[src/rtl/alu.sv]
// 8-bit registered ALU: logic, add/sub, shift, rotate, compare and pass ops
// with one output register stage. ALU_SAT_EN selects saturating ADD/SUB.
module alu #(
  parameter int unsigned WIDTH = 8
) (
  input  logic             clk,
  input  logic             rst,
  input  logic [WIDTH-1:0] rs1,
  input  logic [WIDTH-1:0] rs2,
  input  logic [2:0]       ctrl,
  input  logic             Flag,
  output logic [WIDTH-1:0] out,
  output logic             overflow
);

  localparam int unsigned SHW   = 3;
  localparam int unsigned WIDE  = 2 * WIDTH;
  localparam logic [WIDTH-1:0] SMAX = {1'b0, {(WIDTH-1){1'b1}}};
  localparam logic [WIDTH-1:0] SMIN = {1'b1, {(WIDTH-1){1'b0}}};

  logic [SHW-1:0]   amt;
  logic [WIDTH-1:0] sum;
  logic [WIDTH-1:0] diff;
  logic             add_ovf;
  logic             sub_ovf;
  logic [WIDE-1:0]  shl_wide;
  logic [WIDE-1:0]  rot_wide;
  logic [WIDE-1:0]  ror_wide;
  logic [WIDE-1:0]  rol_wide;
  logic [WIDTH-1:0] arith_res;
  logic             arith_ovf;
  logic [WIDTH-1:0] res_c;
  logic             ovf_c;

  assign amt      = rs2[SHW-1:0];
  assign sum      = rs1 + rs2;
  assign diff     = rs1 - rs2;
  assign add_ovf  = (rs1[WIDTH-1] == rs2[WIDTH-1]) && (sum[WIDTH-1] != rs1[WIDTH-1]);
  assign sub_ovf  = (rs1[WIDTH-1] != rs2[WIDTH-1]) && (diff[WIDTH-1] != rs1[WIDTH-1]);

  // Upper half of the widened left shift holds the bits pushed out.
  assign shl_wide = {{WIDTH{1'b0}}, rs1} << amt;
  assign rot_wide = {rs1, rs1};
  assign ror_wide = rot_wide >> amt;
  assign rol_wide = rot_wide << amt;

  // Signed overflow direction always follows the sign of rs1 for both ADD and SUB.
  always_comb begin
    arith_res = Flag ? diff : sum;
    arith_ovf = Flag ? sub_ovf : add_ovf;
`ifdef ALU_SAT_EN
    if (arith_ovf) begin
      arith_res = rs1[WIDTH-1] ? SMIN : SMAX;
    end
`endif
  end

  always_comb begin
    res_c = '0;
    ovf_c = 1'b0;
    unique case (ctrl)
      3'b000: res_c = Flag ? ~(rs1 & rs2) : ~(rs1 | rs2);
      3'b001,
      3'b011: begin
        res_c = arith_res;
        ovf_c = arith_ovf;
      end
      3'b010: res_c = Flag ? ~(rs1 ^ rs2) : (rs1 ^ rs2);
      3'b100: begin
        if (Flag) begin
          res_c = shl_wide[WIDTH-1:0];
          ovf_c = |shl_wide[WIDE-1:WIDTH];
        end else begin
          res_c = rs1 >> amt;
        end
      end
      3'b101: res_c = Flag ? rol_wide[WIDE-1:WIDTH] : ror_wide[WIDTH-1:0];
      3'b110: begin
        if (Flag) begin
          res_c = WIDTH'(rs1 < rs2);
        end else begin
          res_c = WIDTH'($signed(rs1) < $signed(rs2));
        end
      end
      3'b111: res_c = Flag ? rs2 : rs1;
      default: begin
        res_c = '0;
        ovf_c = 1'b0;
      end
    endcase
  end

  always_ff @(posedge clk or posedge rst) begin
    if (rst) begin
      out      <= '0;
      overflow <= 1'b0;
    end else begin
      out      <= res_c;
      overflow <= ovf_c;
    end
  end

  // Saturation constants are only referenced when ALU_SAT_EN is defined.
  logic unused_sat;
  assign unused_sat = ^{SMAX, SMIN};

endmodule

[config.mk]
export PLATFORM = sky130hd
export DESIGN_NAME = alu
export DESIGN_NICKNAME = d
export VERILOG_FILES = /design/src/rtl/alu.sv
export SDC_FILE = /design/constraint.sdc
export NUM_CORES = 1
export LEC_CHECK = 0
export ABC_AREA = 1
export BUFFER_PORTS_ARGS = -buffer_cell sky130_fd_sc_hd__buf_2
export CAP_MARGIN = 20
export CORE_ASPECT_RATIO = 0.9
export CORE_UTILIZATION = 65
export DETAILED_ROUTE_END_ITERATION = 6
export PLACE_DENSITY = 0.9
export SKIP_LAST_GASP = 1
export SYNTH_ARGS = -nofsm -noshare
export SYNTH_HDL_FRONTEND = slang
export SYNTH_SLANG_ARGS = --single-unit
[constraint.sdc]
create_clock -name clk -period 1.43 [get_ports clk]
set_clock_uncertainty 0.15 [all_clocks]
set_input_delay 0.143 -clock clk [delete_from_list [all_inputs] [get_ports clk]]
set_output_delay 0.143 -clock clk [all_outputs]
set_load 0.01 [all_outputs]
==> results.ini, run 1 <==
[logic_synthesis]
synth_area_leaders = nand2_1 24%, nand3_1 16%, ha_1 13%, dfrtp_1 9.0%, nor2_1 6.5%
postSynthAreaPerCell_um2 = 5.44
yosysSeqAreaShare_pct = 9.03
syn-cell-area_um2 = 2490
synth_edf_count = 0
yosysTopAreaCell = nand2_1
synth_top_family_by_area = simple AND/OR/NAND/NOR gates
syn_inst = 458
ys_top_cells_by_count = 161 x nand2_1, 78 x nand3_1, 43 x nor2_1, 36 x inv_1, 25 x ha_1
yosys_warnings = 0
synthAdderAreaFrac_pct = 14.1
muxShareOfSynthArea_pct = 0
synth_top_area_share_pct = 24.2
ys_seq_elements = 9
synth-simple-area-share_pct = 53.7
mappedNetlistNets = 507
ys.flop_type = dfrtp_1
async_reset_ff_share_pct = 100
synth_compound_area_share_pct = 11.1
yosysMostFrequentCell = nand2_1
synth_xor_area_share_pct = 1.40
synth.distinct_cells = 35

[outcome]
stop_stage = clock tree synthesis (4_1_cts)
error = [ERROR DPL-0033] detailed placement checks failed during check placement.
status = aborted with a tool error

[place]
place_congestion = 1.05
port_buffers = 30
dp_hpwl_mm = 8.56
dpl_cell_area_um2 = 3270
pre_cts_ws_ns = -0.502

[clock_tree]
cts-root-buf = clkbuf_8
clock-sinks = 9
cts_hold_buf = 1
cts_setup_buffers = 2
clk_path_buf_depth = 2
cts_resized = 37
htreeDepth = 1
cts_made_buffers = 3

[floorplanning]
dieWidth_um = 67.3
die_h_um = 60.8
ios = 31
num_rows = 20
start_util_pct = 70.7

[kinds of logic after synthesis]
| kind of cell | count (synthesis) |
|---|---|
| AOI/OAI and AO/OA | 50 |
| buffers and inverters | 63 |
| and+or+nand+nor | 305 |
| xor gates and xnor gates | 4 |
| DFF | 9 |
| adders and majority gates | 27 |
[per-stage QoR]
step           setup TNS [ns]  util, %  instances
3_5_place_dp            -3.89     92.8        585
2_1_floorplan          -0.418        -        458
3_3_place_gp            -2.93     92.8        585
==> inputs of run 2 (changes only) <==
- CORE_ASPECT_RATIO: 0.9 -> not set
- CORE_UTILIZATION: 65 -> 40
- PLACE_DENSITY: 0.9 -> not set
- PLACE_DENSITY_LB_ADDON: not set -> 0.15
==> run 2 against run 1 <==
Net effect:
- the flow now finishes, with violations (setup timing)
- area after synthesis is the same
- synthesized cell count is the same
==> results.ini, run 2 <==
[clock_tree]
clock-sinks = 9
cts_made_buffers = 3
cts-root-buf = clkbuf_8
htreeDepth = 1
clk_path_buf_depth = 2
clk_pin_slew_worst_paths_ns = 0.05
cts_tree = done

[grt]
grt_pass1_vias = 3064
antenna_found_initial = 0
grtUsageMet3_pct = 3.37
grt_usage_pct = 30.0
grt.busiest_layer = met2
grt_max_degree = 20
grt_pass1_wl_mm = 15.0
gr-total-overflow = 0
use_met1_pct = 42.8
use_met2_pct = 48.8

[logic_synthesis]
synth_top_area_share_pct = 24.2
postSynthAreaPerCell_um2 = 5.44
syn-cell-area_um2 = 2490
yosysSeqAreaShare_pct = 9.03
yosysTopAreaCell = nand2_1
ys_seq_elements = 9
yosys_warnings = 0
ys_top_cells_by_count = 161 x nand2_1, 78 x nand3_1, 43 x nor2_1, 36 x inv_1, 25 x ha_1
synth_edf_count = 0
ys.flop_type = dfrtp_1
yosysMostFrequentCell = nand2_1
synth_area_leaders = nand2_1 24%, nand3_1 16%, ha_1 13%, dfrtp_1 9.0%, nor2_1 6.5%
synth.distinct_cells = 35
async_reset_ff_share_pct = 100
mappedNetlistNets = 507
syn_inst = 458

[outcome]
status = finished with violations
violations = setup timing

[layout]
final_cell_mix = 142 x nand2_1, 81 x buf_4, 67 x nand3_1, 34 x nor2_1, 20 x inv_2
final_cells = 645
drive_gt1_share_pct = 41.8
nets = 620
final_util_pct = 67.1
reg_top3 = out: 8 flops, overflow: 1 flops
syn_to_final_growth_pct = 60.3
mostFrequentLayoutCell = nand2_1
antenna_cells = 0
nFillCells = 542
largest_reg_flops = 8
regMostFlops = out

[route]
route.detailed.wl_per_inst_um = 14.9
drc = 0
routed_via_density = 5.43
drtIter0Drc = 288
drt_first_pass_iters = 5
wirelength_mm = 9.63
vias = 3503
drtAntennaViolNets = 0

[setup_path]
worstPathRequired_ns = 1.41
setup.worst_path.start = rs1[0]
slowest_delay_ns = 0.51
cp-start-kind = primary input
worstSetupEndpointType = register
crit_fanout = 3
cp.arrival_ns = 1.46
path_buf_inv = 3
crit_slowest_cell = fa_2
path_cells = buf_12 > inv_12 > ha_4 > fa_2 > nor2_1 > a21oi_1 > o21ai_1 > a21oi_1 > nand3_1 > nand2_1 > inv_1
crit_top_cell = a21oi_1
cpLargestDelayFamily = adder cells
crit_type = primary input to register

[place]
place_congestion = 0.893
pre_cts_ws_ns = -0.434
post-place-cells = 636
dp_hpwl_mm = 7.70
port_buffers = 30

[sta]
final.min_clock_period_ns = 1.48
final.period_utilization_pct = 103
rsz0062_at_grt = true
finalWorstSetupSlack_ns = -0.0484
clock.fmax_mhz = 676
slew_headroom_pct = 67.6
setup_viol = 2
finalHoldViolCount = 0
finalMaxSlewViolations = 0
tightest_slew_ns = 0.483

[power]
peakVddDrop_v = 0.000578
p_per_area_nw_per_um2 = 494
power.leakage_uw = 0.00209

[hold_path]
whs_path_depth = 5
hold_start = rs1[4]
hp-class = primary input to register
holdPathEnd = out[4]

[floorplanning]
num_rows = 28
core_um2 = 5960
start_util_pct = 41.9
ios = 31
dieArea_um2 = 6550
die_h_um = 81.0
dieWidth_um = 81.0

[flow_run]
max_cap_violations = 0

==> run 2: cell counts after synthesis <==
Identical to the previous run, type by type.
==> run 2: power breakdown <==
part	internal (uW)	switching [uW]	total (uW)
sequential	292	11.8	304
combinational	610	749	1360
clock	196	117	312
total	1100	877	1970
==> run 2: area by class of cell <==
class / count / area (um^2) / area share, %
sequential: 9 / 225 / 5.63
multi-input combinational: 386 / 2380 / 59.4
inverter: 47 / 219 / 5.48
tap: 75 / 93.8 / 2.35
clock buffer: 4 / 45.0 / 1.13
timing repair buffer: 124 / 1040 / 26.0
==> run 2: logic make-up (layout without fill, tap and decap cells) <==
kind of cell | after synthesis | count (layout) | synth area share, %
AND/OR/NAND/NOR | 305 | 305 | 53.7
buffers and inverters | 63 | 175 | 10.6
AO/OA/AOI/OAI | 50 | 50 | 11.1
adder cells (fa/ha/maj) | 27 | 27 | 14.1
flip-flops | 9 | 9 | 9.03
XOR/XNOR | 4 | 4 | 1.41
==> run 2: worst max path at each step <==
stage | to | slack (ns) | cells past startpoint
floorplan | out[1] | -0.09 | 10
global placement | out[2] | -0.39 | 10
detailed placement | out[0] | -0.43 | 12
CTS | out[2] | -0.07 | 10
global route | out[6] | -0.16 | 14
finish | out[1] | -0.05 | 11
==> run 2: worst min-delay path, delay by kind of cell <==
kind,cells,cell delay [ns]
compound gates,1,0.06
fa+ha+maj,1,0.12
buf+inv,2,0.16
simple gates,1,0.08
==> run 2: timing repair <==
action                                  4_1_cts  5_1_grt
endpoints found under the setup margin        9        9
hold buffers                                  1        0
pin swaps                                    20       44
resized for setup                            25      107
setup buffers                                 1        3
hold endpoints to repair                      9        0
==> run 2: per-stage QoR <==
stage	TNS, ns	total power [uW]	hold WS, ns	area [um^2]
6_report	-0.0688	1970	0.215	4000
4_1_cts	-0.154	1780	0.240	3590
2_1_floorplan	-0.418	943	-0.179	2600
5_1_grt	-0.656	2110	0.231	4000
3_3_place_gp	-3.20	1420	-0.0129	3450
3_5_place_dp	-3.39	1430	-0.0103	3450
==> run 2: layer usage <==
metal,part of all wire [%],wire length (um),vias up
met1,46,4390,1629
met3,6.1,591,21
met5,0,0,-
li1,-,-,1724
met4,1.6,155,0
met2,47,4500,129
Note: power is estimated with default switching activity, not from simulation.
==> inputs of run 3 (changes only) <==
- MAX_ROUTING_LAYER: not set -> met4
- clock period: 1.43 -> 1.25 ns (I/O delays scaled with it)
==> run 3 against run 2 <==
Net effect:
- the run still ends with setup timing left
- sequential power grew 14%
- core utilization is 5.3 points higher
- combinational power rose by 26%
- highest routed layer unchanged
==> results.ini, run 3 (same netlist as run 2, synthesis figures left out) <==
[floorplanning]
core_um2 = 5960
ios = 31
dieWidth_um = 81.0
num_rows = 28
dieArea_um2 = 6550
die_h_um = 81.0
start_util_pct = 41.9

[sta]
finalHoldViolCount = 0
rsz0062_at_grt = true
setup_viol = 9
tightest_slew_ns = 0.433
timing.hold.ws_ns = 0.214
finalMaxSlewViolations = 0
final.min_clock_period_ns = 1.47
finalWorstSetupSlack_ns = -0.224
slew_headroom_pct = 71.0
final.period_utilization_pct = 118
clock.fmax_mhz = 679

[layout]
nFillCells = 485
mostFrequentLayoutCell = nand2_1
regMostFlops = out
final_util_pct = 72.5
stdcell_area_um2 = 4320
antenna_cells = 0
final_cell_mix = 130 x nand2_1, 92 x buf_4, 56 x nand3_1, 30 x nor2_1
syn_to_final_growth_pct = 73.1
largest_reg_flops = 8
nets = 634
reg_top3 = out: 8 flops, overflow: 1 flops
drive_gt1_share_pct = 48.6

[outcome]
status = finished with violations
violations = setup timing

[power]
switching_share_pct = 44.9
peakVddDrop_v = 0.000476
internal_power_uw = 1330
seqPwrFrac_pct = 14.4
p_per_area_nw_per_um2 = 558
switchingPower_uw = 1080
power.leakage_uw = 0.00223
power_uw = 2410
combPwrFrac_pct = 70.9
power_frac_clock_pct = 14.7

[route]
route.detailed.wl_per_inst_um = 15.8
wirelength_mm = 10.4
drtAntennaViolNets = 0
drc = 0
drt_first_pass_iters = 5
routed_via_density = 5.45
drtIter0Drc = 362
vias = 3594

[grt]
antenna_found_initial = 0
grt_pass1_vias = 3324
grt_pass1_wl_mm = 16.0
grt_max_degree = 20
grt_usage_pct = 32.5
gr-total-overflow = 0

[setup_path]
slowest_delay_ns = 0.38
setup.worst_path.start = rs1[1]
worstSetupEndpointType = register
crit_fanout = 3
cp-start-kind = primary input
crit_top_cell = buf_6
worstPathRequired_ns = 1.20
crit_slowest_cell = fa_2
cp.arrival_ns = 1.42
crit_type = primary input to register
path_cells = buf_6 > inv_2 > buf_6 > fa_2 > o21ai_2 > a21oi_1 > o21ai_1 > nand3_1 > nor2_2 > a21oi_2

[hold_path]
holdPathEnd = out[6]
hold_start = rs2[6]
whs_path_depth = 5
hp-class = primary input to register

[clock_tree]
clk_path_buf_depth = 2
htreeDepth = 1
cts-root-buf = clkbuf_8
clock-sinks = 9
cts_tree = done
cts_made_buffers = 3
clk_pin_slew_worst_paths_ns = 0.05

[place]
port_buffers = 30
pre_cts_ws_ns = -0.610
place_congestion = 1.01
dp_hpwl_mm = 7.84
dpl_cell_area_um2 = 3520

[flow_run]
max_cap_violations = 0

==> run 3: cell count changes in the layout (fill, tap and decap cells not counted), moves of 4 or more <==
cell and change:
nor2_1 -4, o21ai_1 +5, nand3_2 +11, a21oi_1 -5, buf_4 +11, nand3_1 -11
nand2_1 -12, nand2_2 +6, nand2_4 +6, a21oi_2 +5
==> run 3: critical path: cells and delay by family <==
| kind | cells | cell delay [ns] |
|---|---|---|
| compound gates | 4 | 0.41 |
| buf+inv | 3 | 0.25 |
| simple gates | 2 | 0.25 |
| fa+ha+maj | 1 | 0.38 |
==> run 3: worst max path at each step <==
stage / slack, ns / to
after global placement: -0.56 / out[2]
after global routing: -0.30 / out[1]
final: -0.22 / out[2]
after floorplan: -0.25 / out[1]
after CTS: -0.27 / out[2]
after detailed placement: -0.61 / out[2]
==> run 3: layer usage <==
| metal | track usage, % | share of wire (%) | vias up |
|---|---|---|---|
| li1 | - | - | 1752 |
| met1 | 41.4 | 42 | 1655 |
| met2 | 53.4 | 48 | 158 |
| met3 | 3.03 | 7.2 | 29 |
| met4 | 11.3 | 2.4 | 0 |
| met5 | - | 0 | - |
==> run 3: cell type report <==
class | instances | area [um^2] | area share, %
repair buffers | 138 | 1170 | 27.1
multi-input cells | 386 | 2550 | 59.1
well taps | 75 | 93.8 | 2.17
flip-flops and latches | 9 | 225 | 5.22
clock buffers | 4 | 45.0 | 1.04
inverters | 47 | 231 | 5.36
==> run 3: stage by stage <==
stage	std cells	TNS, ns
2_1_floorplan	458	-1.87
3_3_place_gp	642	-4.66
3_5_place_dp	642	-4.89
4_1_cts	650	-1.22
5_1_grt	659	-2.08
6_report	659	-1.42
==> run 3: repair_timing <==
item,4_1_cts,5_1_grt
cloned,0,0
hold buffers,1,0
pin swaps,48,54
setup buffers,3,9
gates resized for setup,100,82
endpoints found under the hold margin,9,0
endpoints found under the setup margin,9,9
==> run 3: power groups by stage <==
stage	sequential, uW	clock [uW]	combinational, uW
3_5_place_dp	352	0	1320
4_1_cts	348	350	1490
5_1_grt	353	366	1840
3_3_place_gp	353	0	1300
2_1_floorplan	373	0	705
6_report	348	353	1710
==> inputs of run 4 (changes only) <==
- SKIP_CTS_REPAIR_TIMING: not set -> 1
==> run 4 against run 3 <==
Net effect:
- sequential share of layout area rose by 0.30 points
- the run still ends with setup timing left
- power fell by 4.2%
- sequential power barely moved
- via count fell by 2.4%
- final cell count fell by 1.1%
- maximum frequency fell by 4.2%
- sequential cell count did not move
- worst setup slack got worse by 0.064 ns
- combinational power fell by 6%
- routed wire length fell by 4.8%
- core utilization fell by 3.9 points
==> results.ini, run 4 (same netlist as run 2, synthesis figures left out) <==
[floorplanning]
dieArea_um2 = 6550
dieWidth_um = 81.0
start_util_pct = 41.9
die_h_um = 81.0
ios = 31
core_um2 = 5960
num_rows = 28

[sta]
finalWorstSetupSlack_ns = -0.288
timing.hold.ws_ns = 0.222
setup_viol = 9
rsz0062_at_grt = true
finalHoldViolCount = 0
finalMaxSlewViolations = 0
tightest_slew_ns = 0.503
clock.fmax_mhz = 650
final.min_clock_period_ns = 1.54
slew_headroom_pct = 66.3
final.period_utilization_pct = 123

[clock_tree]
clock-sinks = 9
cts-root-buf = clkbuf_8
clk_path_buf_depth = 2
cts_made_buffers = 3
htreeDepth = 1
cts_tree = done
clk_pin_slew_worst_paths_ns = 0.05

[layout]
final_cells = 652
antenna_cells = 0
stdcell_area_um2 = 4080
multi_input_area_um2 = 2420
mostFrequentLayoutCell = nand2_1
nets = 627
reg_top3 = out: 8 flops, overflow: 1 flops
drive_gt1_share_pct = 44.7
syn_to_final_growth_pct = 63.6
regArea_um2 = 225
final_cell_mix = 134 x nand2_1, 93 x buf_4, 63 x nand3_1, 31 x nor2_1, 22 x nand2_2
nFillCells = 518
regMostFlops = out
largest_reg_flops = 8

[power]
switchingPower_uw = 1040
power_uw = 2310
seqPwrFrac_pct = 15.1
power_frac_clock_pct = 15.4
peakVddDrop_v = 0.000481
switching_share_pct = 44.9
power.leakage_uw = 0.00214
combPwrFrac_pct = 69.5
internal_power_uw = 1270
p_per_area_nw_per_um2 = 565

[setup_path]
worstSetupEndpointType = register
crit_fanout = 3
cp.arrival_ns = 1.48
crit_type = primary input to register
crit_slowest_cell = fa_2
slowest_delay_ns = 0.38
cp-start-kind = primary input
path_cells = buf_12 > ha_4 > inv_2 > fa_2 > o21ai_2 > a21oi_1 > o21ai_1 > nand3_1 > nor2_2 > a21oi_2
worstPathRequired_ns = 1.19

[place]
post-place-cells = 642
port_buffers = 30
pre_cts_ws_ns = -0.610
place_congestion = 1.01
dp_hpwl_mm = 7.84
dpl_cell_area_um2 = 3520

[route]
drtIter0Drc = 340
route.detailed.wl_per_inst_um = 15.2
drtAntennaViolNets = 0
routed_via_density = 5.38
vias = 3508
wirelength_mm = 9.93
drc = 0
drt_first_pass_iters = 5

[grt]
grt_max_degree = 20
grt_usage_pct = 31.1
grt_pass1_vias = 3134
antenna_found_initial = 0
grt_pass1_wl_mm = 15.2
gr-total-overflow = 0

[flow_run]
max_cap_violations = 0

[outcome]
violations = setup timing
status = finished with violations

[hold_path]
hp-class = primary input to register

## run 4: cell count changes in the layout (fill, tap and decap cells not counted), sizes merged
| cell | previous run | this run |
|---|---|---|
| buf | 137 | 130 |
| clkinv | 1 | 0 |
| clkinvlp | 0 | 1 |
## run 4: layer usage
layer	vias to the layer above	track usage [%]	share of wire, %
met2	150	49.9	47
met5	-	-	0
met3	22	3.15	6.5
li1	1735	-	-
met4	0	8.75	2.6
met1	1601	41.2	44
## run 4: worst max-delay path: cells and delay by family
family | cells | cell delay (ns)
adders and majority gates | 2 | 0.52
and+or+nand+nor | 2 | 0.27
buffers and inverters | 2 | 0.14
AOI/OAI and AO/OA | 4 | 0.42
## run 4: worst paths after layout
| kind | startpoint | end | cells past startpoint |
|---|---|---|---|
| setup / recovery | rs1[0] | out[2] | 10 |
| hold / removal | ctrl[2] | out[0] | 5 |
| max in group asynchronous | rst | out[1] | 3 |
| min in group asynchronous | rst | overflow | 3 |
## run 4: final cells by class
| cell class | instances | area share (%) |
|---|---|---|
| Inverter | 47 | 5.40 |
| Clock buffer | 4 | 1.10 |
| Multi-Input combinational cell | 386 | 59.2 |
| Tap cell | 75 | 2.30 |
| Timing Repair Buffer | 131 | 26.4 |
| Sequential cell | 9 | 5.52 |
## run 4: metrics by stage
step / utilization (%) / TNS, ns
after floorplan: - / -1.87
after global placement: 59.1 / -4.66
final: 68.5 / -1.57
after CTS: 59.9 / -2.78
after global routing: 68.5 / -2.29
after detailed placement: 59.1 / -4.89
## run 4: power by group through the flow
stage               logic, uW  clock network [uW]  registers [uW]
finish                   1600                 355             348
global route             1740                 366             353
CTS                      1320                 350             348
detailed placement       1320                   0             352
global placement         1300                   0             353
floorplan                 705                   0             373
